$ cat src/rtl/wb_pkg.sv
// Shared Wishbone definitions for the initiator arbiter: cycle-type codes,
// the per-initiator request bundle and the arbiter state encoding.
package wb_pkg;

  localparam logic [2:0] CTI_CLASSIC = 3'b000;
  localparam logic [2:0] CTI_INCR    = 3'b010;
  localparam logic [2:0] CTI_END     = 3'b111;

  typedef struct packed {
    logic        cyc;
    logic        stb;
    logic        we;
    logic [31:0] adr;
    logic [31:0] dat;
    logic [2:0]  cti;
  } wb_req_t;

  typedef enum logic {
    IDLE,
    BUSY
  } arb_state_e;

endpackage

$ cat src/rtl/wb_arbiter_if.sv
// Initiator ports plus the shared decoder-facing bus of the arbiter.
// The slave modport is the arbiter's view; master is the initiators/decoder view.
interface wb_arbiter_if #(
  parameter int unsigned N_MASTERS = 2
) ();

  logic [N_MASTERS-1:0]       M_CYC;
  logic [N_MASTERS-1:0]       M_STB;
  logic [N_MASTERS-1:0]       M_WE;
  logic [N_MASTERS-1:0][31:0] M_ADR;
  logic [N_MASTERS-1:0][31:0] M_DAT_O;
  logic [N_MASTERS-1:0][2:0]  M_CTI_O;
  logic [31:0]                M_DAT_I;
  logic [N_MASTERS-1:0]       M_ACK;
  logic [N_MASTERS-1:0]       M_ERR;
  logic [N_MASTERS-1:0]       M_RTY;

  logic        CYC;
  logic        STB;
  logic        WE;
  logic [31:0] ADR;
  logic [31:0] DAT_O;
  logic [2:0]  CTI_O;
  logic [31:0] DAT_I;
  logic        ACK;
  logic        ERR;
  logic        RTY;

  modport slave (
    input  M_CYC, M_STB, M_WE, M_ADR, M_DAT_O, M_CTI_O,
    output M_DAT_I, M_ACK, M_ERR, M_RTY,
    output CYC, STB, WE, ADR, DAT_O, CTI_O,
    input  DAT_I, ACK, ERR, RTY
  );

  modport master (
    output M_CYC, M_STB, M_WE, M_ADR, M_DAT_O, M_CTI_O,
    input  M_DAT_I, M_ACK, M_ERR, M_RTY,
    input  CYC, STB, WE, ADR, DAT_O, CTI_O,
    output DAT_I, ACK, ERR, RTY
  );

endinterface

$ cat src/rtl/wb_rr_pick.sv
// Combinational round-robin selector: first requester above last_i, with wrap.
module wb_rr_pick #(
  parameter int unsigned N = 2
) (
  input  logic [N-1:0]         req_i,
  input  logic [$clog2(N)-1:0] last_i,
  output logic                 valid_o,
  output logic [$clog2(N)-1:0] idx_o
);

  localparam int unsigned IW = $clog2(N);

  logic [IW-1:0] cand;

  // Scan farthest candidate first so the nearest one after last_i wins.
  always_comb begin
    valid_o = 1'b0;
    idx_o   = '0;
    cand    = '0;
    for (int unsigned i = N; i > 0; i--) begin
      cand = IW'((32'(last_i) + i) % N);
      if (req_i[cand]) begin
        valid_o = 1'b1;
        idx_o   = cand;
      end
    end
  end

endmodule

$ cat src/rtl/wb_arbiter.sv
// Round-robin Wishbone initiator arbiter; grant held for the whole CYC,
// with a watchdog that ends stalled strobes with a one-cycle ERR.
module wb_arbiter
  import wb_pkg::*;
#(
  parameter int unsigned N_MASTERS = 2,
  parameter int unsigned TIMEOUT   = 255
) (
  input logic         clk,
  input logic         rst,
  wb_arbiter_if.slave wb
);

  localparam int unsigned    IW   = $clog2(N_MASTERS);
  localparam int unsigned    CW   = (TIMEOUT == 0) ? 1 : $clog2(TIMEOUT + 1);
  localparam logic [CW-1:0]  TMAX = CW'(TIMEOUT);

  arb_state_e    state_q, state_d;
  logic [IW-1:0] grant_q, grant_d;
  logic [IW-1:0] last_q, last_d;
  logic [CW-1:0] cnt_q, cnt_d;
  logic          to_q, to_d;

  logic          pick_valid;
  logic [IW-1:0] pick_idx;
  wb_req_t       sel;
  logic          stb_eff;

  wb_rr_pick #(.N(N_MASTERS)) u_pick (
    .req_i   (wb.M_CYC),
    .last_i  (last_q),
    .valid_o (pick_valid),
    .idx_o   (pick_idx)
  );

  always_comb begin
    sel.cyc = wb.M_CYC[grant_q];
    sel.stb = wb.M_STB[grant_q];
    sel.we  = wb.M_WE[grant_q];
    sel.adr = wb.M_ADR[grant_q];
    sel.dat = wb.M_DAT_O[grant_q];
    sel.cti = wb.M_CTI_O[grant_q];
  end

  // The watchdog ERR cycle withholds the strobe from the decoder.
  assign stb_eff = sel.stb & ~to_q;

  always_comb begin
    state_d    = state_q;
    grant_d    = grant_q;
    last_d     = last_q;
    cnt_d      = cnt_q;
    to_d       = 1'b0;
    wb.CYC     = 1'b0;
    wb.STB     = 1'b0;
    wb.WE      = 1'b0;
    wb.ADR     = '0;
    wb.DAT_O   = '0;
    wb.CTI_O   = '0;
    wb.M_ACK   = '0;
    wb.M_ERR   = '0;
    wb.M_RTY   = '0;
    wb.M_DAT_I = wb.DAT_I;

    case (state_q)
      IDLE: begin
        if (pick_valid) begin
          state_d = BUSY;
          grant_d = pick_idx;
        end
      end
      BUSY: begin
        wb.CYC   = sel.cyc;
        wb.STB   = stb_eff;
        wb.WE    = sel.we;
        wb.ADR   = sel.adr;
        wb.DAT_O = sel.dat;
        wb.CTI_O = sel.cti;

        // Decoder may raise ERR without a strobe, so gate on the master's STB.
        if (stb_eff) begin
          wb.M_ACK[grant_q] = wb.ACK;
          wb.M_ERR[grant_q] = wb.ERR;
          wb.M_RTY[grant_q] = wb.RTY;
        end
        if (to_q) begin
          wb.M_ERR[grant_q] = 1'b1;
        end

        if (TIMEOUT != 0) begin
          if (!stb_eff || wb.ACK || wb.ERR || wb.RTY) begin
            cnt_d = '0;
          end else if (cnt_q == TMAX) begin
            cnt_d = '0;
            to_d  = 1'b1;
          end else begin
            cnt_d = cnt_q + 1'b1;
          end
        end

        if (!sel.cyc) begin
          state_d = IDLE;
          last_d  = grant_q;
          cnt_d   = '0;
          to_d    = 1'b0;
        end
      end
      default: state_d = IDLE;
    endcase
  end

  always_ff @(posedge clk or negedge rst) begin
    if (!rst) begin
      state_q <= IDLE;
      grant_q <= '0;
      last_q  <= IW'(N_MASTERS - 1);
      cnt_q   <= '0;
      to_q    <= 1'b0;
    end else begin
      state_q <= state_d;
      grant_q <= grant_d;
      last_q  <= last_d;
      cnt_q   <= cnt_d;
      to_q    <= to_d;
    end
  end

endmodule

$ cat src/flat_wrapper.sv
// flat-port wrapper written by rule: the top's interface ports become plain ports
module wb_arbiter_flat import wb_pkg::*;
#(
  parameter int unsigned N_MASTERS = 2,
  parameter int unsigned TIMEOUT   = 255
)
  (clk, rst, wb_M_CYC, wb_M_STB, wb_M_WE, wb_M_ADR, wb_M_DAT_O, wb_M_CTI_O, wb_M_DAT_I, wb_M_ACK, wb_M_ERR, wb_M_RTY, wb_CYC, wb_STB, wb_WE, wb_ADR, wb_DAT_O, wb_CTI_O, wb_DAT_I, wb_ACK, wb_ERR, wb_RTY);
  wb_arbiter_if #(.N_MASTERS(N_MASTERS)) wb_i ();
  input logic clk;
  input logic rst;
  input wire logic [$bits(wb_i.M_CYC)-1:0] wb_M_CYC;
  input wire logic [$bits(wb_i.M_STB)-1:0] wb_M_STB;
  input wire logic [$bits(wb_i.M_WE)-1:0] wb_M_WE;
  input wire logic [$bits(wb_i.M_ADR)-1:0] wb_M_ADR;
  input wire logic [$bits(wb_i.M_DAT_O)-1:0] wb_M_DAT_O;
  input wire logic [$bits(wb_i.M_CTI_O)-1:0] wb_M_CTI_O;
  output wire logic [$bits(wb_i.M_DAT_I)-1:0] wb_M_DAT_I;
  output wire logic [$bits(wb_i.M_ACK)-1:0] wb_M_ACK;
  output wire logic [$bits(wb_i.M_ERR)-1:0] wb_M_ERR;
  output wire logic [$bits(wb_i.M_RTY)-1:0] wb_M_RTY;
  output wire logic [$bits(wb_i.CYC)-1:0] wb_CYC;
  output wire logic [$bits(wb_i.STB)-1:0] wb_STB;
  output wire logic [$bits(wb_i.WE)-1:0] wb_WE;
  output wire logic [$bits(wb_i.ADR)-1:0] wb_ADR;
  output wire logic [$bits(wb_i.DAT_O)-1:0] wb_DAT_O;
  output wire logic [$bits(wb_i.CTI_O)-1:0] wb_CTI_O;
  input wire logic [$bits(wb_i.DAT_I)-1:0] wb_DAT_I;
  input wire logic [$bits(wb_i.ACK)-1:0] wb_ACK;
  input wire logic [$bits(wb_i.ERR)-1:0] wb_ERR;
  input wire logic [$bits(wb_i.RTY)-1:0] wb_RTY;
  assign wb_i.M_CYC = wb_M_CYC;
  assign wb_i.M_STB = wb_M_STB;
  assign wb_i.M_WE = wb_M_WE;
  assign wb_i.M_ADR = wb_M_ADR;
  assign wb_i.M_DAT_O = wb_M_DAT_O;
  assign wb_i.M_CTI_O = wb_M_CTI_O;
  assign wb_M_DAT_I = wb_i.M_DAT_I;
  assign wb_M_ACK = wb_i.M_ACK;
  assign wb_M_ERR = wb_i.M_ERR;
  assign wb_M_RTY = wb_i.M_RTY;
  assign wb_CYC = wb_i.CYC;
  assign wb_STB = wb_i.STB;
  assign wb_WE = wb_i.WE;
  assign wb_ADR = wb_i.ADR;
  assign wb_DAT_O = wb_i.DAT_O;
  assign wb_CTI_O = wb_i.CTI_O;
  assign wb_i.DAT_I = wb_DAT_I;
  assign wb_i.ACK = wb_ACK;
  assign wb_i.ERR = wb_ERR;
  assign wb_i.RTY = wb_RTY;
  wb_arbiter #(.N_MASTERS(N_MASTERS), .TIMEOUT(TIMEOUT)) u_core (.clk(clk), .rst(rst), .wb(wb_i));
endmodule
$ cat config.mk
export PLATFORM = sky130hd
export DESIGN_NAME = wb_arbiter_flat
export DESIGN_NICKNAME = d
export VERILOG_FILES = /design/src/rtl/wb_pkg.sv /design/src/rtl/wb_arbiter_if.sv /design/src/rtl/wb_rr_pick.sv /design/src/rtl/wb_arbiter.sv /design/src/flat_wrapper.sv
export SDC_FILE = /design/constraint.sdc
export NUM_CORES = 1
export LEC_CHECK = 0
export ABC_AREA = 1
export BUFFER_PORTS_ARGS = -buffer_cell sky130_fd_sc_hd__buf_2
export CELL_PAD_IN_SITES_DETAIL_PLACEMENT = 1
export CELL_PAD_IN_SITES_GLOBAL_PLACEMENT = 2
export CORE_MARGIN = 2
export CORE_UTILIZATION = 11
export DETAILED_ROUTE_END_ITERATION = 7
export PLACE_DENSITY_LB_ADDON = 0.1
export SLEW_MARGIN = 10
export SYNTH_ARGS = -nofsm -noshare
export SYNTH_HDL_FRONTEND = slang
export SYNTH_SLANG_ARGS = --single-unit
$ cat constraint.sdc
create_clock -name clk -period 1.5 [get_ports clk]
set_input_delay 0.3 -clock clk [delete_from_list [all_inputs] [get_ports clk]]
set_output_delay 0.3 -clock clk [all_outputs]
set_load 0.01 [all_outputs]
==> impl_metrics.py <==
metrics = {
    "route": {
        "vias_per_cell": 3.92,
        "drtIter0Drc": 60,
        "first_pass_iters": 4,
        "ant_nets": 0,
        "post_drt_wl_per_cell_um": 16.0,
        "vias": 3090,
        "drc": 0,
        "drt-total-wl_mm": 12.6,
    },
    "grt": {
        "grt_pass1_vias": 3092,
        "grt_pass1_wl_mm": 17.4,
        "antenna_found_initial": 0,
        "grtUsageTotal_pct": 12.0,
        "grt_max_degree": 42,
        "overflow": 0,
    },
    "setup_path": {
        "cp-end-kind": "output port",
        "crit_fanout": 10,
        "r2r_cells": 8,
        "crit_start": "u_core.grant_q$_DFFE_PN0P_",
        "critPathKind": "flop to output port",
        "r2r_end": "u_core.cnt_q[0]$_DFFE_PN0P_",
        "r2r-start": "u_core.grant_q$_DFFE_PN0P_",
        "arrival_ns": 1.44,
        "worstPathRequired_ns": 1.20,
        "reg2reg_setup_slack_ns": 0.04,
        "start_kind": "flop",
    },
    "yosys": {
        "synth_seq_cells": 12,
        "yosysSeqAreaShare_pct": 15.6,
        "yosysUniqueCellTypes": 25,
        "synthTopCellsByArea": "nand2_1 35%, a21oi_1 18%, dfrtp_1 14%",
        "syn_inst": 368,
        "yosys.area.top_type": "nand2_1",
        "avgSynthCellArea_um2": 5.26,
        "synth-warning-count": 0,
        "syn-num-nets": 546,
        "synth_top_area_share_pct": 35.1,
        "syn_area_um2": 1940,
    },
    "sta": {
        "period_minus_slack_ns": 1.74,
        "skew_ns": 0.00400,
        "setup_viol": 76,
        "fin_crit_sh_pct": 116,
        "worst_pin_slew_ns": 0.364,
        "finalHoldViolations": 0,
        "rsz0062_at_grt": "true",
        "clock.fmax_mhz": 574,
        "max-slew-margin-rel_pct": 75.6,
        "hold_ws_ns": 0.339,
        "maxSlewViolCount": 0,
        "setup_ws_ns": -0.242,
    },
    "final_layout": {
        "nets": 743,
        "layout_common_cells": "215 x buf_2, 151 x nand2_1, 37 x a21oi_1, 31 x a21oi_2, 21 x nand2_2",
        "antenna_cells": 0,
        "layout_commonest_cell": "buf_2",
        "area_growth_pct": 101,
        "fillers": 2194,
        "drive_gt1_share_pct": 59.6,
    },
    "job": {
        "maxCapViolCount": 0,
    },
    "floorplanning": {
        "fp-row-count": 48,
        "die_x_um": 137,
        "pin_count": 285,
        "die-area_um2": 18700,
        "core_um2": 17200,
        "start_util_pct": 11.2,
        "die-height_um": 137,
    },
    "power": {
        "peakVddDrop_mv": 0.434,
        "power_leakage_nw": 2.04,
        "p_sw_share_pct": 50.5,
        "p_seq_share_pct": 6.4,
        "switching_power_mw": 3.45,
        "p_per_area_nw_per_um2": 1760,
        "p_int_mw": 3.38,
        "clkPwrFrac_pct": 8.2,
        "totalPowerFinal_mw": 6.83,
        "pwr-share-comb_pct": 85.5,
    },
    "min_path": {
        "hp-class": "input pin to flop",
        "hp-start": "wb_M_CYC[1]",
        "worstHoldPathCells": 3,
        "whs_endpoint": "u_core.grant_q$_DFFE_PN0P_",
    },
    "place": {
        "gp_congestion": 0.731,
        "hpwl_mm": 9.10,
        "port_buffers": 220,
    },
    "clocking": {
        "clk_path_buf_depth": 2,
        "htreeDepth": 1,
        "cts_buffers": 3,
        "cts_tree": "built",
        "cts_num_sinks": 12,
        "insertion_delay_ns": 0.24,
        "cts_root_buf": "clkbuf_16",
        "cts.reportedPaths.clkPinSlew_ns": 0.05,
    },
    "outcome": {
        "status": "finished with violations",
        "violations": "negative setup slack",
    },
}
## cells by family after synthesis
kind of cell	Yosys count	synth area share, %
flops	12	15.6
buf+inv	68	20.5
simple gates	207	41.7
fa+ha+maj	1	0.646
compound gates	77	20.2
xor+xnor	3	1.36
## stage by stage
step	utilization [%]	setup slack, ns	TNS, ns	cell area (µm²)	instances
floorplan	-	0.137	0	1940	368
global placement	17.9	-0.0482	-0.518	3080	766
detailed placement	17.9	-0.0376	-0.444	3080	766
CTS	20.7	-0.229	-14.85	3560	785
global route	22.6	-0.322	-18.70	3890	789
finish	22.6	-0.242	-13.26	3890	789
## layer usage
layer / routed length [µm] / vias up / GRT usage (%)
li1: - / 1528 / -
met1: 4750 / 1437 / 13.3
met2: 6910 / 106 / 23.6
met3: 847 / 19 / 2.15
met4: 108 / 0 / 1.85
met5: 0 / - / 0
## Yosys cell counts
library cell  number
inv_2              2
clkbuf_1           7
nor2_2             1
nor2_1            13
nand3_1            5
nand2_2            1
o21ai_0            2
buf_2              9
xnor2_1            2
nand3_2            1
xor2_1             1
nor2_4             1
o21ai_2            1
o211ai_1           1
buf_6              1
buf_4             33
dfstp_2            1
o21ai_1            4
nand2_1          181
buf_1              5
nor3_1             4
a21oi_1           69
dfrtp_1           11
inv_1             11
ha_1               1
## registers in the layout, summed over array words and instances (netlist names)
register	count
u_core.cnt_q	8
u_core.grant_q	1
u_core.last_q	1
u_core.state_q	1
u_core.to_q	1
## repair_timing
| item | 4_1_cts | 5_1_grt |
|---|---|---|
| pin swaps | 9 | 19 |
| buffers inserted | 11 | 1 |
| cloned | 4 | 3 |
| hold buffers | 1 | 0 |
| hold endpoints to repair | 11 | 0 |
| endpoints found under the setup margin | 76 | 85 |
| gates resized for setup | 45 | 71 |
## worst max-delay path, cell delays in order (launching register included)
cell      delay [ns]
dfrtp_2         0.43
clkinv_4        0.07
buf_6           0.10
buf_12          0.12
buf_16          0.14
nand2_1         0.07
a21oi_2         0.12
buf_2           0.14
## power by group through the flow
stage                     clock network, mW  logic [mW]  registers, mW
final                                 0.557        5.84          0.437
after global placement                    0        4.24          0.430
after CTS                             0.569        5.28          0.438
after detailed placement                  0        4.20          0.433
after global routing                  0.589        6.41          0.445
after floorplan                           0        2.42          0.413
## area by class of cell
| cell class | instances | area (µm²) | area share, % |
|---|---|---|---|
| clock buffer | 4 | 88.8 | 2.28 |
| inverter | 13 | 53.8 | 1.38 |
| multi-input combinational | 288 | 1570 | 40.3 |
| sequential | 12 | 304 | 7.82 |
| tap | 225 | 282 | 7.24 |
| timing repair buffer | 247 | 1590 | 41.0 |
## worst max-delay path by stage
stage / slack [ns] / cells after the start / end
finish: -0.24 / 7 / wb_ADR[24]
global route: -0.32 / 7 / wb_ADR[24]
CTS: -0.23 / 5 / wb_ADR[7]
detailed placement: -0.04 / 4 / wb_ADR[7]
global placement: -0.05 / 4 / wb_ADR[30]
floorplan: 0.14 / 4 / wb_M_ACK[0]
No activity file was read; power rests on OpenSTA's default activity.
